[src/rtl/config_pkg.sv]
// rtl/config_pkg.sv - core configuration record consumed by the branch-prediction blocks
//
// cva6_cfg_t carries the core-wide widths; only VLEN is consumed by the RAS.
package config_pkg;

  typedef struct packed {
    int unsigned VLEN;
  } cva6_cfg_t;

  localparam cva6_cfg_t cva6_cfg_empty = '{VLEN: 32'd32};

endpackage

[src/rtl/ras_pkg.sv]
// rtl/ras_pkg.sv - shared RAS operation encoding and checkpoint field-width helpers
//
// ras_op_e     : the single operation the stack performs in a cycle
// ras_decode   : resolves flush > restore > push/pop priority into ras_op_e
// ras_count_w  : width of an occupancy counter able to hold 0..depth
package ras_pkg;

  typedef enum logic [2:0] {
    RAS_OP_IDLE,
    RAS_OP_FLUSH,
    RAS_OP_RESTORE,
    RAS_OP_PUSH,
    RAS_OP_POP,
    RAS_OP_PUSH_POP
  } ras_op_e;

  // restore_ok must already include the slot-valid qualifier, so a restore
  // from an empty slot falls through to push/pop handling.
  function automatic ras_op_e ras_decode(input logic flush, input logic restore_ok,
                                         input logic push, input logic pop);
    if (flush)               return RAS_OP_FLUSH;
    else if (restore_ok)     return RAS_OP_RESTORE;
    else if (push && pop)    return RAS_OP_PUSH_POP;
    else if (push)           return RAS_OP_PUSH;
    else if (pop)            return RAS_OP_POP;
    else                     return RAS_OP_IDLE;
  endfunction

  function automatic int unsigned ras_count_w(input int unsigned depth);
    return $clog2(depth + 1);
  endfunction

endpackage

[src/rtl/ras_ckpt_store.sv]
// rtl/ras_ckpt_store.sv - checkpoint slot array for RAS misprediction recovery
//
// Ports:
//   clk_i, rst_i   clock, asynchronous active-high reset
//   clear_i        invalidate every slot (flush); wins over a write
//   we_i, waddr_i  write wdata_i into slot waddr_i and mark it valid
//   raddr_i        combinational read of slot contents (rdata_o) and valid bit (rvalid_o)
module ras_ckpt_store #(
  parameter int unsigned NUM_CKPT = 4,
  parameter type         slot_t   = logic,
  localparam int unsigned ID_W    = (NUM_CKPT > 1) ? $clog2(NUM_CKPT) : 1
) (
  input  logic            clk_i,
  input  logic            rst_i,
  input  logic            clear_i,
  input  logic            we_i,
  input  logic [ID_W-1:0] waddr_i,
  input  slot_t           wdata_i,
  input  logic [ID_W-1:0] raddr_i,
  output slot_t           rdata_o,
  output logic            rvalid_o
);

  slot_t               slot_q [NUM_CKPT];
  logic [NUM_CKPT-1:0] valid_q;

  always_ff @(posedge clk_i or posedge rst_i) begin
    if (rst_i) begin
      for (int i = 0; i < NUM_CKPT; i++) slot_q[i] <= '0;
      valid_q <= '0;
    end else if (clear_i) begin
      valid_q <= '0;
    end else if (we_i) begin
      slot_q[waddr_i]  <= wdata_i;
      valid_q[waddr_i] <= 1'b1;
    end
  end

  // Read sees the pre-edge contents, so a same-cycle save to the same slot
  // does not disturb a restore.
  assign rdata_o  = slot_q[raddr_i];
  assign rvalid_o = valid_q[raddr_i];

endmodule

[src/rtl/ras_spec.sv]
// rtl/ras_spec.sv - circular return address stack with checkpoint save/restore
//
// Optional feature macro: RAS_RECURSION_CNT_EN (per-entry recursion counter).
// Ports:
//   clk_i, rst_i                        clock, asynchronous active-high reset
//   flush_bp_i                          clear stack and invalidate checkpoints
//   push_i, pop_i, data_i               call push / return pop, address to push
//   ckpt_save_i, ckpt_save_id_i         snapshot current top into a slot
//   ckpt_restore_i, ckpt_restore_id_i   recover stack state from a slot
//   data_o                              predicted return {ra, valid}
//   empty_o, overflow_o                 stack empty / oldest entry lost this cycle
module ras_spec
  import ras_pkg::*;
#(
  parameter config_pkg::cva6_cfg_t CVA6Cfg = config_pkg::cva6_cfg_empty,
  parameter type         ras_t    = logic,
  parameter int unsigned DEPTH    = 8,
  parameter int unsigned NUM_CKPT = 4,
  parameter int unsigned CNT_W    = 2,
  localparam int unsigned ID_W    = (NUM_CKPT > 1) ? $clog2(NUM_CKPT) : 1
) (
  input  logic                    clk_i,
  input  logic                    rst_i,
  input  logic                    flush_bp_i,
  input  logic                    push_i,
  input  logic                    pop_i,
  input  logic [CVA6Cfg.VLEN-1:0] data_i,
  input  logic                    ckpt_save_i,
  input  logic [ID_W-1:0]         ckpt_save_id_i,
  input  logic                    ckpt_restore_i,
  input  logic [ID_W-1:0]         ckpt_restore_id_i,
  output ras_t                    data_o,
  output logic                    empty_o,
  output logic                    overflow_o
);

  localparam int unsigned VLEN     = CVA6Cfg.VLEN;
  localparam int unsigned PTR_W    = $clog2(DEPTH);
  localparam int unsigned CNT_BITS = ras_count_w(DEPTH);
  localparam logic [CNT_BITS-1:0] COUNT_FULL = CNT_BITS'(DEPTH);

  typedef struct packed {
    logic [VLEN-1:0] ra;
    logic            valid;
  } entry_t;

`ifdef RAS_RECURSION_CNT_EN
  typedef struct packed {
    logic [PTR_W-1:0]    tos;
    logic [CNT_BITS-1:0] count;
    entry_t              entry;
    logic [CNT_W-1:0]    rcnt;
  } slot_t;
`else
  typedef struct packed {
    logic [PTR_W-1:0]    tos;
    logic [CNT_BITS-1:0] count;
    entry_t              entry;
  } slot_t;
`endif

  entry_t              stack_q [DEPTH];
  logic [PTR_W-1:0]    tos_q;
  logic [CNT_BITS-1:0] count_q;
`ifdef RAS_RECURSION_CNT_EN
  logic [CNT_W-1:0]    rcnt_q [DEPTH];
`endif

  slot_t      save_slot;
  slot_t      rest_slot;
  logic       rest_valid;
  ras_op_e    op;
  logic       merge_push;
  logic       merge_pop;
  logic [PTR_W-1:0] tos_inc;
  logic [PTR_W-1:0] tos_dec;
  entry_t     push_entry;
  entry_t     top_entry;

  assign tos_inc    = tos_q + 1'b1;
  assign tos_dec    = tos_q - 1'b1;
  assign push_entry = '{ra: data_i, valid: 1'b1};

  assign save_slot.tos   = tos_q;
  assign save_slot.count = count_q;
  assign save_slot.entry = stack_q[tos_q];
`ifdef RAS_RECURSION_CNT_EN
  assign save_slot.rcnt  = rcnt_q[tos_q];
`endif

  ras_ckpt_store #(
    .NUM_CKPT (NUM_CKPT),
    .slot_t   (slot_t)
  ) u_ckpt (
    .clk_i    (clk_i),
    .rst_i    (rst_i),
    .clear_i  (flush_bp_i),
    .we_i     (ckpt_save_i),
    .waddr_i  (ckpt_save_id_i),
    .wdata_i  (save_slot),
    .raddr_i  (ckpt_restore_id_i),
    .rdata_o  (rest_slot),
    .rvalid_o (rest_valid)
  );

  assign op = ras_decode(flush_bp_i, ckpt_restore_i && rest_valid, push_i, pop_i);

`ifdef RAS_RECURSION_CNT_EN
  // A repeated call to the same return address only bumps the counter of the
  // top entry; a return first drains that counter before moving tos.
  assign merge_push = (op == RAS_OP_PUSH) && (count_q != '0) &&
                      (stack_q[tos_q].ra == data_i) && (rcnt_q[tos_q] != '1);
  assign merge_pop  = (op == RAS_OP_POP) && (count_q != '0) && (rcnt_q[tos_q] != '0);
`else
  assign merge_push = 1'b0;
  assign merge_pop  = 1'b0;
`endif

  assign overflow_o = (op == RAS_OP_PUSH) && !merge_push && (count_q == COUNT_FULL);

  assign top_entry = (count_q != '0) ? stack_q[tos_q] : '0;
  assign data_o    = ras_t'(top_entry);
  assign empty_o   = (count_q == '0);

  always_ff @(posedge clk_i or posedge rst_i) begin
    if (rst_i) begin
      tos_q   <= '0;
      count_q <= '0;
      for (int i = 0; i < DEPTH; i++) stack_q[i] <= '0;
`ifdef RAS_RECURSION_CNT_EN
      for (int i = 0; i < DEPTH; i++) rcnt_q[i] <= '0;
`endif
    end else begin
      unique case (op)
        RAS_OP_FLUSH: begin
          tos_q   <= '0;
          count_q <= '0;
          for (int i = 0; i < DEPTH; i++) stack_q[i] <= '0;
`ifdef RAS_RECURSION_CNT_EN
          for (int i = 0; i < DEPTH; i++) rcnt_q[i] <= '0;
`endif
        end
        RAS_OP_RESTORE: begin
          // Only the saved top is rewritten; deeper entries were never
          // destroyed by pops, so they are still valid for the saved tos.
          tos_q                  <= rest_slot.tos;
          count_q                <= rest_slot.count;
          stack_q[rest_slot.tos] <= rest_slot.entry;
`ifdef RAS_RECURSION_CNT_EN
          rcnt_q[rest_slot.tos]  <= rest_slot.rcnt;
`endif
        end
        RAS_OP_PUSH: begin
          if (merge_push) begin
`ifdef RAS_RECURSION_CNT_EN
            rcnt_q[tos_q] <= rcnt_q[tos_q] + 1'b1;
`endif
          end else begin
            tos_q            <= tos_inc;
            stack_q[tos_inc] <= push_entry;
`ifdef RAS_RECURSION_CNT_EN
            rcnt_q[tos_inc]  <= '0;
`endif
            if (count_q != COUNT_FULL) count_q <= count_q + 1'b1;
          end
        end
        RAS_OP_POP: begin
          if (merge_pop) begin
`ifdef RAS_RECURSION_CNT_EN
            rcnt_q[tos_q] <= rcnt_q[tos_q] - 1'b1;
`endif
          end else if (count_q != '0) begin
            tos_q   <= tos_dec;
            count_q <= count_q - 1'b1;
          end
        end
        RAS_OP_PUSH_POP: begin
          stack_q[tos_q] <= push_entry;
`ifdef RAS_RECURSION_CNT_EN
          rcnt_q[tos_q]  <= '0;
`endif
          if (count_q == '0) count_q <= 1'b1;
        end
        default: ;
      endcase
    end
  end

endmodule

[config.mk]
export PLATFORM = sky130hd
export DESIGN_NAME = ras_spec
export DESIGN_NICKNAME = d
export VERILOG_FILES = /design/src/rtl/config_pkg.sv /design/src/rtl/ras_pkg.sv /design/src/rtl/ras_ckpt_store.sv /design/src/rtl/ras_spec.sv
export SDC_FILE = /design/constraint.sdc
export NUM_CORES = 1
export LEC_CHECK = 0
export ABC_CLOCK_PERIOD_IN_PS = 7300
export CORE_AREA = 5 5 61 118
export CTS_CLUSTER_DIAMETER = 120
export DETAILED_ROUTE_END_ITERATION = 8
export DIE_AREA = 0 0 66 123
export PLACE_DENSITY_LB_ADDON = 0.08
export SYNTH_ARGS = -nofsm -noshare
export SYNTH_HDL_FRONTEND = slang
export SYNTH_SLANG_ARGS = --single-unit
[constraint.sdc]
create_clock -name clk_i -period 7.3 [get_ports clk_i]
set_clock_uncertainty 0.15 [all_clocks]
set_input_delay 1.46 -clock clk_i [delete_from_list [all_inputs] [get_ports clk_i]]
set_output_delay 1.46 -clock clk_i [all_outputs]
set_load 0.005 [all_outputs]
# --- Word-level counts from Yosys, hierarchy flattened ---
# Index checks and enable logic that the tools add are counted.
totals:
  inputBits: 43
  elab_cells: 122
  output_inout_bits: 3
  reg_bits: 435
op_classes:
  n_addsub: 4
  magnitude_cmp: 12
  muxes: 37
  bitwise_logic: 7
  n_eq_ne: 10
  n_reduce_logical: 17
op_table:
  columns: ["operator", "n"]
  rows:
  - ["one-hot mux 264 bit (4 select lines)", 1]
  - ["bitwise mux 264 bit", 3]
  - ["demux 33 bit (select 3 bit)", 3]
  - ["2-to-1 mux 33 bit", 5]
  - ["bitwise mux 160 bit", 1]
  - ["2-to-1 mux 40 bit", 3]
  - ["binary-select mux 33 bit (select 3 bit)", 1]
  - ["binary-select mux 40 bit (select 2 bit)", 1]
  - ["demux 40 bit (select 2 bit)", 1]
  - ["2-to-1 mux 4 bit", 5]
  - ["one-hot mux 4 bit (5 select lines)", 1]
  - ["2-to-1 mux 3 bit", 6]
  - [">= comparator 4 bit (second input constant)", 3]
  - ["less-than comparator 4 x 1 -> 1 bit (second input constant)", 3]
  - ["NOT 3 -> 4 bit", 3]
  - ["one-hot mux 3 bit (4 select lines)", 1]
  - ["nonzero test 4 bit", 3]
  - ["logical AND 1 bit", 8]
  - ["equality test 3 x 2 -> 1 bit (second input constant)", 2]
  - ["equality test 3 bit (second input constant)", 2]
  - [">= comparator 3 bit (second input constant)", 2]
  - ["less-than comparator 2 x 3 -> 1 bit (second input constant)", 2]
  - ["NOT 2 -> 3 bit", 2]
  - ["nonzero test 5 bit", 1]
  - ["other kinds (20)", 24]

# --- Longest topological paths before layout ---
logic_depth:
  ltp_word: 11
  mapped_depth: 13
  ltp_nobuf: 11

# --- Cells and area by module ---
# A second synthesis with hierarchy kept.
hier_totals:
  cells_unflattened: 2312
  area_unflattened_um2: 27467.6
by_module_without_submodules:
  columns: ["mod", "cells_per_inst", "seq_area_each_um2", "n_inst", "area_each_um2"]
  rows:
  - ["ras_spec", 1904, 6781.5, 1, 20354.5]
  - ["ras_ckpt_store", 408, 4103.9, 1, 7113.1]

# --- Worst setup path after synthesis ---
# OpenSTA, ideal clock, no wires.
synth_path:
  path_type: "input port to output port"
  start: "input port ckpt_restore_id_i[0]"
  end: "output port overflow_o"
  setup_slack_ns: 2.980
  t_required_ns: 5.690
  t_arrival_ns: 2.710
  n_path_buf: 2
  cell_stages: 6
  cell_sequence: "buf_6 mux4_2 nand2_4 buf_6 nand2_8 nor4_1"
synth_via:
  elab_chain_len: 7
synth_lines:
  columns: ["item", "line", "source"]
  rows:
  - ["start, declared", "ras_spec.sv:31", "input logic [ID_W-1:0] ckpt_restore_id_i,"]
  - ["binary-select mux 1 bit (select 2 bit)", "ras_ckpt_store.sv:42", "assign rvalid_o = valid_q[raddr_i];"]
  - ["2-to-1 mux 1 bit (implied by the code)", "ras_ckpt_store.sv:42", null]
  - ["logical AND 1 bit", "ras_spec.sv:106", "assign op = ras_decode(flush_bp_i, ckpt_restore_i && rest_valid, push_i, pop_i);"]
  - ["2-to-1 mux 3 bit", "ras_pkg.sv:22", "else if (restore_ok) return RAS_OP_RESTORE;"]
  - ["2-to-1 mux 3 bit", "ras_pkg.sv:21", "if (flush) return RAS_OP_FLUSH;"]
  - ["equality test 3 x 2 -> 1 bit", "ras_spec.sv:119", "assign overflow_o = (op == RAS_OP_PUSH) && !merge_push && (count_q == COUNT_FULL);"]
  - ["logical AND 1 bit", "ras_spec.sv:119", null]
  - ["end, declared", "ras_spec.sv:34", "output logic overflow_o"]
# No other way between the ends. The select of a mux whose other input is x is not followed.

# --- Worst setup path after layout ---
# Ends and elaborated chain as after synthesis.

==> results.py <==
metrics = {
    "sta": {
        "holdWs_ns": 0.331,
        "post-route-period-util_pct": 77.4,
        "worst_pin_slew_ns": 1.05,
        "setup_viol": 0,
        "rsz0062_at_grt": "false",
        "setup_tns_ns": 0,
        "fmax_mhz": 177,
        "finalHoldViolCount": 0,
        "layout_min_cycle_time_ns": 5.65,
        "maxSlewViolCount": 0,
        "slew_headroom_pct": 30.1,
    },
    "logic_synthesis": {
        "synth_area_um2": 3000,
        "synth.distinct_cells": 58,
        "synth_ff_type": "dfrtp_1",
        "ys_top_cells_by_area": "dfrtp_1 43%, mux2_2 9.4%, mux4_2 3.8%",
        "synth_warnings": 0,
        "synth_commonest_cells": "51 x dfrtp_1, 27 x nand2_1, 25 x mux2_2",
        "yosys.area.top_type": "dfrtp_1",
        "ys_ff_latch": 51,
        "syn_avg_cell_area_um2": 10.6,
        "async_reset_ff_share_pct": 100,
        "synth_edf_count": 0,
        "synth_top_area_share_pct": 42.5,
        "synthCells": 283,
        "syn-num-nets": 330,
        "seq_area_frac_synth_pct": 42.5,
        "synth_most_common_cell": "dfrtp_1",
    },
    "place": {
        "routabilityCongestion": 0.843,
        "dp_hpwl_um": 4830,
        "io_buffers": 13,
    },
    "clocking": {
        "path_clk_slew_ns": 0.06,
        "h-tree-depth": 2,
        "ctsResizeCount": 0,
        "postCtsSetupBuffers": 0,
        "clock-root-buffer": "clkbuf_16",
        "cts_tree": "built",
        "postCtsHoldBufs": 0,
        "clockBufferDepth": 2,
        "cts.sink_count": 51,
        "clk_latency_ns": 0.30,
        "numCtsBuffers": 5,
    },
    "die": {
        "initial_utilization_pct": 48.3,
        "die-area_um2": 8120,
        "row_count": 41,
        "dieWidth_um": 66,
        "die_height_um": 123,
        "design.core.area_um2": 6210,
        "io_pins": 46,
    },
    "finish": {
        "drive_gt1_share_pct": 19.2,
        "diodes": 0,
        "areaGrowthSynthToFinish_pct": 11.2,
        "fin_nets": 333,
    },
    "route": {
        "vias": 2218,
        "wl_met2_um": 3560,
        "viasPerCell": 5.95,
        "wirelength_um": 6900,
        "met1_length_um": 2920,
        "highest_layer": "met4",
        "drt_drc_violations_left": 0,
        "drtPass1Iterations": 4,
        "final_antenna_net_count": 0,
        "routed-wl-met3_um": 259,
        "routedWlPerCell_um": 18.5,
        "drt_iter0_drc": 162,
    },
    "power_and_ir_drop": {
        "leakage_uw": 0.00145,
        "power_uw": 817,
        "ir_worst_vdd_mv": 0.222,
        "p_per_area_nw_per_um2": 245,
    },
    "worst_setup_path": {
        "reg2reg_from": "u_ckpt.valid_q[3]$_DFFE_PP0P_",
        "end_kind": "output port",
        "worstReg2RegEnd": "count_q[3]$_DFFE_PP0P_",
        "critical_path.max_fanout": 12,
        "worstSetupStartpointType": "primary input",
        "cp_data_arrival_time_ns": 4.04,
        "cp_cell_sequence": "clkdlybuf4s50_1, mux4_2, nand2_4, nand2_8, nor4_1, clkdlybuf4s50_1",
        "slowest_stage": "clkdlybuf4s50_1",
        "critPathMaxStageDelay_ns": 0.84,
        "reg2reg_depth": 10,
        "critPathKind": "in2out",
        "required_ns": 5.69,
        "cpMostUsedCell": "clkdlybuf4s50_1",
        "reg2reg_slack_ns": 4.51,
    },
    "min_path": {
        "holdPathStages": 1,
        "holdCritStartpoint": "u_ckpt.valid_q[0]$_DFFE_PP0P_",
        "hp-class": "reg2reg",
        "hold_end": "u_ckpt.valid_q[0]$_DFFE_PP0P_",
    },
    "global_routing": {
        "antenna_found_initial": 0,
        "grt_max_degree": 52,
        "grt_util_all_layers_pct": 19.4,
        "grt_overflow": 0,
        "grt_pass1_wl_um": 11900,
        "grt_pass1_vias": 2353,
    },
    "status": {
        "status": "finished clean",
    },
    "flow_run": {
        "maxCapViolCount": 0,
    },
}
-- area by class of cell --
type	instances	area (µm²)
fill	577	2870
multi-input combinational	204	1600
sequential	51	1280
clock buffer	6	139
timing repair buffer	14	138
tap	86	108
clock inverter	2	38.8
inverter	10	38.8
-- power by group --
part	leakage (µW)	switching, µW	internal, µW
sequential	0.000684	36.2	323
combinational	0.000683	92.9	85.7
clock	0.0000875	107	172
-- sequential cells by signal (all words and copies together), names as in the netlist --
name,cells
stack_q,8
count_q,4
tos_q,3
u_ckpt.valid_q,4
u_ckpt.slot_q,32
-- how the worst max path moves through the flow --
stage / startpoint / to / slack (ns) / depth (start not counted)
after floorplan: ckpt_restore_id_i[0] / overflow_o / 2.98 / 6
after global placement: ckpt_restore_id_i[0] / overflow_o / 1.62 / 6
after detailed placement: ckpt_restore_id_i[0] / overflow_o / 1.64 / 6
after CTS: ckpt_restore_id_i[0] / overflow_o / 1.63 / 6
after global routing: ckpt_restore_id_i[0] / overflow_o / 1.45 / 6
final: ckpt_restore_id_i[0] / overflow_o / 1.65 / 6
-- layout by cell type (no fill, tap or decap), types with 2 or more instances in the layout --
master            n
o21ai_0          12
xor2_1            2
nor3b_1           3
ha_1              4
o21ai_1           2
mux2i_1           5
dfrtp_1          51
o22ai_1           5
nand3b_1          2
clkbuf_16         5
xnor2_1           4
nor2_1           10
o2bb2ai_1         2
o211ai_1          7
o32ai_1           2
nand2b_1          5
nand3_1          22
clkdlybuf4s50_1  13
nor2b_1           4
a22oi_1           5
nor3_1            4
mux4_1            4
mux4_2            5
inv_1             6
a32oi_1           2
inv_2             2
nor2_2            2
a21o_1            3
mux2_2           25
nand2_1          27
a21oi_1          13
-- metal layers --
metal  track usage [%]  vias to the layer above
met4              8.65                        0
met2              32.9                       49
met5                 0                        -
met3              3.18                       10
met1              24.0                     1111
li1                  -                     1048
-- cells by family (layout without fill, tap and decap cells) --
family          count (synthesis)  count (layout)  share of synthesized area [%]
mux                            39              39                           18.3
flops                          51              51                           42.5
simple gates                   90              90                           16.4
buf+inv                        28              32                           4.21
fa+ha+maj                       4               4                           1.67
xor+xnor                        7               7                           2.29
compound gates                 64              64                           14.6
-- critical path, delay by kind of cell --
| family | cells | cell delay (ns) |
|---|---|---|
| multiplexers | 1 | 0.67 |
| buffers and inverters | 2 | 1.39 |
| AND/OR/NAND/NOR | 3 | 0.51 |
-- metrics by stage --
step	setup WS [ns]	instance area (µm²)	util, %	std cells
floorplan	2.98	3000	-	283
detailed placement	1.64	3160	50.9	365
global route	1.45	3340	53.7	373
CTS	1.63	3340	53.7	373
finish	1.65	3340	53.7	373
global placement	1.62	3160	50.9	365
Note: power is estimated with default switching activity, not from simulation.
